### src/rtl/pdn_power_sequencer.sv
// Supply-domain sequencer: ramps rails up in ascending order and down in descending
// order with a programmable settle gap, times out missing power-good and drops all rails on a fault.
module pdn_power_sequencer #(
    parameter int NUM_DOMAINS = 6,
    parameter int DELAY_W     = 8,
    parameter int TIMEOUT     = 255,
    parameter int TMO_W       = 8,
    localparam int IDX_W      = (NUM_DOMAINS > 1) ? $clog2(NUM_DOMAINS) : 1
) (
    input  logic                   clk,
    input  logic                   rst,
    input  logic                   req_on,
    input  logic                   req_off,
    input  logic [NUM_DOMAINS-1:0] domain_mask,
    input  logic [DELAY_W-1:0]     delay_cfg,
    input  logic [NUM_DOMAINS-1:0] pgood,
    output logic [NUM_DOMAINS-1:0] en,
    output logic                   busy,
    output logic                   all_on,
    output logic                   fault,
    output logic [IDX_W-1:0]       fault_idx
);

    localparam int CNT_W = (TMO_W > DELAY_W + 1) ? TMO_W : DELAY_W + 1;

    // Bits [4:2] of the encoding are the fault/all_on/busy flags, so those outputs come straight off flops.
    typedef enum logic [4:0] {
        OFF       = 5'b00000,
        UP_WAIT   = 5'b00100,
        UP_SETTLE = 5'b00101,
        DN_SETTLE = 5'b00110,
        ON        = 5'b01000,
        FAULT     = 5'b10000
    } state_t;

    state_t                  state_reg;
    logic [NUM_DOMAINS-1:0]  mask_reg;
    logic [NUM_DOMAINS-1:0]  en_reg;
    logic [IDX_W-1:0]        idx_reg;
    logic [IDX_W-1:0]        fault_idx_reg;
    logic [CNT_W-1:0]        cnt_reg;

    logic [NUM_DOMAINS-1:0]  drop;
    logic [IDX_W-1:0]        first_idx;
    logic [IDX_W-1:0]        drop_idx;
    logic [IDX_W-1:0]        nxt_idx;
    logic [IDX_W-1:0]        top_en_idx;
    logic                    nxt_any;
    logic                    drop_any;
    logic                    settle_done;
    logic                    timed_out;
    logic [CNT_W-1:0]        cnt_inc;

    // A rail still inside its own power-good wait is not yet monitored.
    generate
        for (genvar gi = 0; gi < NUM_DOMAINS; gi++) begin : g_drop
            assign drop[gi] = en_reg[gi] & ~pgood[gi]
                            & ~((state_reg == UP_WAIT) && (idx_reg == IDX_W'(gi)));
        end
    endgenerate

    assign drop_any    = |drop;
    assign settle_done = (cnt_reg >= CNT_W'(delay_cfg));
    assign timed_out   = (cnt_reg >= CNT_W'(TIMEOUT - 1));
    assign cnt_inc     = (&cnt_reg) ? cnt_reg : cnt_reg + CNT_W'(1);

    always_comb begin
        first_idx  = '0;
        drop_idx   = '0;
        nxt_idx    = '0;
        nxt_any    = 1'b0;
        top_en_idx = '0;
        for (int j = NUM_DOMAINS - 1; j >= 0; j--) begin
            if (domain_mask[j]) first_idx = IDX_W'(j);
            if (drop[j])        drop_idx  = IDX_W'(j);
            if (mask_reg[j] && (IDX_W'(j) > idx_reg)) begin
                nxt_idx = IDX_W'(j);
                nxt_any = 1'b1;
            end
        end
        for (int j = 0; j < NUM_DOMAINS; j++) begin
            if (en_reg[j]) top_en_idx = IDX_W'(j);
        end
    end

    always_ff @(posedge clk) begin
        if (rst) begin
            state_reg     <= OFF;
            mask_reg      <= '0;
            en_reg        <= '0;
            idx_reg       <= '0;
            fault_idx_reg <= '0;
            cnt_reg       <= '0;
        end else begin
            case (state_reg)
                OFF: begin
                    if (req_on && !req_off && (|domain_mask)) begin
                        mask_reg           <= domain_mask;
                        idx_reg            <= first_idx;
                        en_reg[first_idx]  <= 1'b1;
                        cnt_reg            <= '0;
                        state_reg          <= UP_WAIT;
                    end
                end
                UP_WAIT: begin
                    if (drop_any) begin
                        en_reg        <= '0;
                        fault_idx_reg <= drop_idx;
                        state_reg     <= FAULT;
                    end else if (!pgood[idx_reg] && timed_out) begin
                        en_reg        <= '0;
                        fault_idx_reg <= idx_reg;
                        state_reg     <= FAULT;
                    end else if (req_off) begin
                        en_reg[top_en_idx] <= 1'b0;
                        idx_reg            <= top_en_idx;
                        cnt_reg            <= '0;
                        state_reg          <= DN_SETTLE;
                    end else if (pgood[idx_reg]) begin
                        cnt_reg   <= '0;
                        state_reg <= UP_SETTLE;
                    end else begin
                        cnt_reg <= cnt_inc;
                    end
                end
                UP_SETTLE: begin
                    if (drop_any) begin
                        en_reg        <= '0;
                        fault_idx_reg <= drop_idx;
                        state_reg     <= FAULT;
                    end else if (req_off) begin
                        en_reg[top_en_idx] <= 1'b0;
                        idx_reg            <= top_en_idx;
                        cnt_reg            <= '0;
                        state_reg          <= DN_SETTLE;
                    end else if (settle_done) begin
                        if (nxt_any) begin
                            idx_reg         <= nxt_idx;
                            en_reg[nxt_idx] <= 1'b1;
                            cnt_reg         <= '0;
                            state_reg       <= UP_WAIT;
                        end else begin
                            state_reg <= ON;
                        end
                    end else begin
                        cnt_reg <= cnt_inc;
                    end
                end
                ON: begin
                    if (drop_any) begin
                        en_reg        <= '0;
                        fault_idx_reg <= drop_idx;
                        state_reg     <= FAULT;
                    end else if (req_off) begin
                        en_reg[top_en_idx] <= 1'b0;
                        idx_reg            <= top_en_idx;
                        cnt_reg            <= '0;
                        state_reg          <= DN_SETTLE;
                    end
                end
                DN_SETTLE: begin
                    if (settle_done) begin
                        if (|en_reg) begin
                            en_reg[top_en_idx] <= 1'b0;
                            idx_reg            <= top_en_idx;
                            cnt_reg            <= '0;
                        end else begin
                            state_reg <= OFF;
                        end
                    end else begin
                        cnt_reg <= cnt_inc;
                    end
                end
                FAULT: begin
                    if (req_off && !req_on) state_reg <= OFF;
                end
                default: begin
                    en_reg    <= '0;
                    state_reg <= OFF;
                end
            endcase
        end
    end

    assign en        = en_reg;
    assign busy      = state_reg[2];
    assign all_on    = state_reg[3];
    assign fault     = state_reg[4];
    assign fault_idx = fault_idx_reg;

endmodule
### config.mk
export PLATFORM = sky130hd
export DESIGN_NAME = pdn_power_sequencer
export DESIGN_NICKNAME = d
export VERILOG_FILES = /design/src/rtl/pdn_power_sequencer.sv
export SDC_FILE = /design/constraint.sdc
export NUM_CORES = 1
export LEC_CHECK = 0
export ABC_AREA = 0
export CORE_MARGIN = 1
export CORE_UTILIZATION = 45
export DETAILED_ROUTE_END_ITERATION = 12
export PLACE_DENSITY_LB_ADDON = 0.2
export SETUP_SLACK_MARGIN = 0.02
export SYNTH_ARGS = -nofsm -noshare
export SYNTH_HDL_FRONTEND = slang
export SYNTH_SLANG_ARGS = --single-unit
### constraint.sdc
create_clock -name clk -period 3.15 [get_ports clk]
set_input_delay 0.7875 -clock clk [delete_from_list [all_inputs] [get_ports clk]]
set_output_delay 0.7875 -clock clk [all_outputs]
set_load 0.1 [all_outputs]
Yosys cells after proc, flatten, opt, wreduce, memory -nomap -nowiden
Cells that the tools add are included.
W data, S select, Z words.

cells by class
  add/subtract/negate cells = 1
  $lt $le $gt $ge = 15
  equal/unequal tests = 30
  multiplexer cells = 95
  bitwise logic cells = 29
  reduce and logical (&&, ||, !) cells = 37

operators with widths
  kind                   number
  $mux W9                14
  $mux W3                36
  $mux W6                11
  $mux W5                13
  $pmux W9 S5            1
  $pmux W6 S6            1
  $pmux W5 S6            1
  $ne A2 B2 Y1 const B   10
  $logic_and A1 B1 Y1    19
  $reduce_and A9 Y1      2
  $reduce_or A6 Y1       3
  $lt A3 B4 Y1 const B   4
  $eq A5 B3 Y1 const B   3
  $pmux W3 S5            1
  $not A1 Y1             13
  $and A1 B1 Y1          12
  $ne A3 B3 Y1 const B   4
  $ne A4 B4 Y1 const B   3
  $or A6 B6 Y6           2
  $mux W1                11
  $reduce_and A10 Y1     1
  $add A9 B1 Y9 const B  1
  $demux W1 S3           3
  $ge A3 B1 Y1 const B   3
  other kinds (28)       35

word-level totals
  register bits = 32
  output and inout port bits = 12
  logic and storage cells = 213

Longest topological paths before layout
  depth in word-level cells = 18
  gate-level depth with buffers = 10
  gate-level depth less buffers = 9

Worst setup path before layout
No wires, ideal clock.

  kind = register to register
  start = reg state_reg[2]
  end = reg cnt_reg[6]
  library setup time = 66 ps
  data arrival time = 2760 ps
  required time = 3084 ps
  setup slack = 324 ps
  cell stages (with the launch flop) = 9
  buffers on the path = 1
  period minus slack after synthesis = 2826 ps
  cell sequence = dfxtp_1 -> nor3_1 -> and2_1 -> clkbuf_1 -> a21oi_1 -> o211ai_2 -> a211o_1 -> o31ai_1 -> a21boi_2

on the way
  cells in the longest elaborated chain, start to end = 7

RTL lines
  element                             line    source
  start: declaration                  36      state_t state_reg;
  start signal: assignment            88      state_reg <= OFF;
  start signal: assignment            102     state_reg <= UP_WAIT;
  start signal: assignment            109     state_reg <= FAULT;
  $eq A5 B3 Y1                        58, 95
  $logic_and A1 B1 Y1                 58      & ~((state_reg == UP_WAIT) && (idx_reg == IDX_W'(gi)));
  $not A1 Y1                          58
  $and A1 B1 Y1                       58
  $reduce_or A6 Y1                    62      assign drop_any = |drop;
  $ne A2 B2 Y1 (no source line)       --
  $reduce_and A9 Y1 (no source line)  --
  end signal: assignment              123     cnt_reg <= cnt_inc;
  end signal: assignment              146     cnt_reg <= cnt_inc;
  end signal: assignment              171     cnt_reg <= cnt_inc;
  end: declaration                    41      logic [CNT_W-1:0] cnt_reg;

Parallel ways exist; a longest one is shown, timed or not.
A chain may end at the register's enable or synchronous reset.

Worst setup path after layout
  start = in delay_cfg[7]
  end = reg en_reg[1] (netlist: en[1])

on the way
  cells in the longest elaborated chain, start to end = 3

RTL lines
  element                                                        line  source
  start: declaration                                             15    input logic [DELAY_W-1:0] delay_cfg,
  $ge A9 B8 Y1 *                                                 63    assign settle_done = (cnt_reg >= CNT_W'(delay_cfg));
  $ne A4 B4 Y1 (no source line) or $ne A2 B2 Y1 (tied branches)  --
  $reduce_and A6 Y1 (no source line) *                           --
  end signal: assignment                                         90    en_reg <= '0;
  end signal: indexed assignment                                 100   en_reg[first_idx] <= 1'b1;
  end signal: assignment                                         107   en_reg <= '0;
  end: declaration                                               38    logic [NUM_DOMAINS-1:0] en_reg;

Mark *: on every way between the ends. The rest lies on a longest branch, timed or not.

==> metrics.txt <==
result of the run=finished clean; Final WS setup=198 ps; Ys Warns=0; I/O Buffers=35; max cap viols=0; EDFF count, synth=0; maximum fanout along the worst path=6; H-Tree Depth=2; Pre-antenna DRT Iters=5; CTS Buffer Depth=2; Vias=3053; max-slew violations=0; GP Congestion=between 0.9 and 1; Hold Path Origin=fault_idx[1]$_SDFFE_PP0P_; layout cells sized above 1=between 10% and 20%; Die W=81.1 µm; initial antenna violation count=0; Clock Sink Count=31; Syn Inst Count=371; CTS buffer count=5; Clock transition at path regs=70 ps; Largest stage delay, worst path=450 ps; Tcrit/Tclk final=a little over nine tenths; worst path bufs/invs=3; final hold vios=0; synthesized area=2810 µm²; die height=slightly above 80 µm; reg2reg end=cnt_reg[4]$_SDFFE_PP0P_; worst-path cell chain=clkdlybuf4s50_1 -> inv_1 -> ha_1 -> a211oi_1 -> o211ai_1 -> a21o_1 -> buf_4 -> a211o_1 -> a41oi_4 -> o2bb2ai_1; commonest non-fill, non-tap cell in the layout=buf_4; hold buffers post-CTS=0; sequential-to-total area share from yosys stat=22.1%; Ant. Diodes=0; maximum vdd ir drop=around 260 µV; Starting Density=47.0%; Layout Nets=455; Design Power=1.39 mW; Worst slew margin=60.2%; Slowest-stage cell, CP=clkdlybuf4s50_1; CTS tree=yes; global-route wire length before repair=roughly 14 mm; average wire per standard cell=16.1 µm; Final ANT Viol Nets=0; Rows=28; DR iter-0 viols=440; R2R cell count=9; Crit. End Element=register; Main synth FF type=dfxtp_1; clk_lat worst skew=290 ps; Inst Count DP=489; Global Route Usage Sum=26.8%; Seq cells post-synth=31; Pleak=roughly 1.3 nW; pre-CTS setup slack=-176 ps; startpoint types=input port; Critical Path Start=delay_cfg[7]; core area=5990 µm²; hold endpoint=fault_idx[1]$_SDFFE_PP0P_; RSZ-0062 raised after global routing=yes; HPWL Detailed=between 6 and 7 mm; Area growth, synth to finish=23.9%; Largest register FFs=9; crit path time final=slightly below 3000 ps; DRC Markers=0; final setup TNS=0 ps; largest net degree at the start of global routing=24; HP Class=register to register; Ports=36; clock skew=between 7 and 8 ps; ys async rst share=0%; clock root buffer=clkbuf_8; Worst-Margin Slew=between 500 and 600 ps; synthesized area per cell=about 7.6 µm²; Finished Cell Area=3490 µm²; crit path DAT=3170 ps; vias in the first global route=2799; Crit Path Class=input port to register; CP required=between 3000 and 4000 ps; WHS Path Cells=2; fmax=339 MHz; family with the most delay on the worst path=compound AO/OA/AOI/OAI gates; drt via density=slightly above 6; commonest non-fill, non-tap cells in the layout=41 x buf_4, 39 x nor2_1, 33 x nand2_1, 31 x dfxtp_1, 28 x a21oi_1; worst reg2reg setup slack=around 480 ps; GR Overflow Total=0; syn_nets=405; DIE AREA=6570 µm²; Yosys cell types=73; Routed WL=8.01 mm; Post-CTS Setup Inserts=0; # setup viols final=0; Power Density=399 nW/µm²; r2r startpoint=cnt_reg[0]$_SDFFE_PP0P_; Placed Area=3360 µm²; Non-Filler Instances=497
==> cells in the mapped netlist (all sizes together), types with 2 or more instances <==
master,number,area (µm²)
o21bai,2,15.0
nand2b,6,37.5
a221oi,2,17.5
a2bb2oi,2,17.5
a211o,4,35.0
o311ai,4,42.6
o211ai,2,20.0
nand4b,2,17.5
a21o,5,37.5
a311oi,4,35.0
nand4,4,25.0
dfxtp,31,621
o2bb2ai,7,61.3
ha,10,125
o21ai,20,104
o31ai,4,30.0
inv,17,63.8
a211oi,11,92.6
o21a,2,15.0
and3,4,27.5
nand3,18,108
nor3,12,76.3
o22ai,6,43.8
or4,3,22.5
or3,2,13.8
mux2i,11,110
a41oi,3,45.1
nor2,39,146
nor2b,10,62.6
nand2,33,124
clkbuf,11,41.3
nand3b,4,30.0
nor4b,3,47.5
a31oi,10,77.6
mux2,2,22.5
and2,6,37.5
o32ai,2,36.3
buf,11,62.6
a21oi,28,140
nor4,2,12.5
==> per-layer routing <==
metal | routed length (µm) | track usage (%)
met1 | 3800 | 38.3
met2 | 3490 | 40.2
met3 | 603 | 5.06
met4 | 121 | 8.39
met5 | 0 | 0
==> where the power goes <==
group	internal (mW)	total, mW	switching [mW]
clock	0.256	0.417	0.161
sequential	0.411	0.455	0.0434
combinational	0.211	0.520	0.308
total	0.879	1.39	0.513
==> what timing repair did <==
action                                 in CTS  in global routing
gates resized for setup                     0                  2
setup endpoints to repair                   0                  6
endpoints found under the hold margin       0                  0
==> stage by stage <==
| step | util, % | hold WS, ps |
|---|---|---|
| after floorplan | - | 475 |
| after global placement | 56.1 | 445 |
| after detailed placement | 56.1 | 457 |
| after CTS | 58.1 | 467 |
| after global routing | 58.2 | 487 |
| final | 58.2 | 461 |
==> worst max-delay path by stage <==
stage	to	cells after the start
after global placement	cnt_reg[4]$_SDFFE_PP0P_	9
after detailed placement	cnt_reg[4]$_SDFFE_PP0P_	9
after CTS	cnt_reg[4]$_SDFFE_PP0P_	9
after global routing	cnt_reg[4]$_SDFFE_PP0P_	9
final	en[1]$_SDFFE_PP0P_	10
after floorplan	cnt_reg[6]$_SDFFE_PP0P_	8
==> cell type report <==
| cell class | instances | area (µm²) |
|---|---|---|
| sequential | 31 | 621 |
| fill | 557 | 2500 |
| inverter | 17 | 63.8 |
| tap | 75 | 93.8 |
| timing repair buffer | 65 | 558 |
| clock buffer | 6 | 82.6 |
| multi-input combinational | 301 | 2030 |
| clock inverter | 2 | 35.0 |
==> logic make-up after synthesis <==
logic type | count (synthesis) | share of synthesized area [%]
AOI/OAI and AO/OA | 125 | 33.2
adders and majority gates | 11 | 4.80
buffers and inverters | 39 | 5.96
DFF | 31 | 22.1
muxes | 13 | 4.72
and+or+nand+nor | 152 | 29.2
==> worst register-to-register path, stage by stage, from the launching register on <==
cell      delay [ps]
dfxtp_1          400
inv_1            100
ha_1             200
o21a_1           170
a41oi_1          360
or3_1            290
o211ai_2         180
a211oi_4         500
a41oi_1          180
a211oi_1         220
Power figures use the tool's default switching activity.
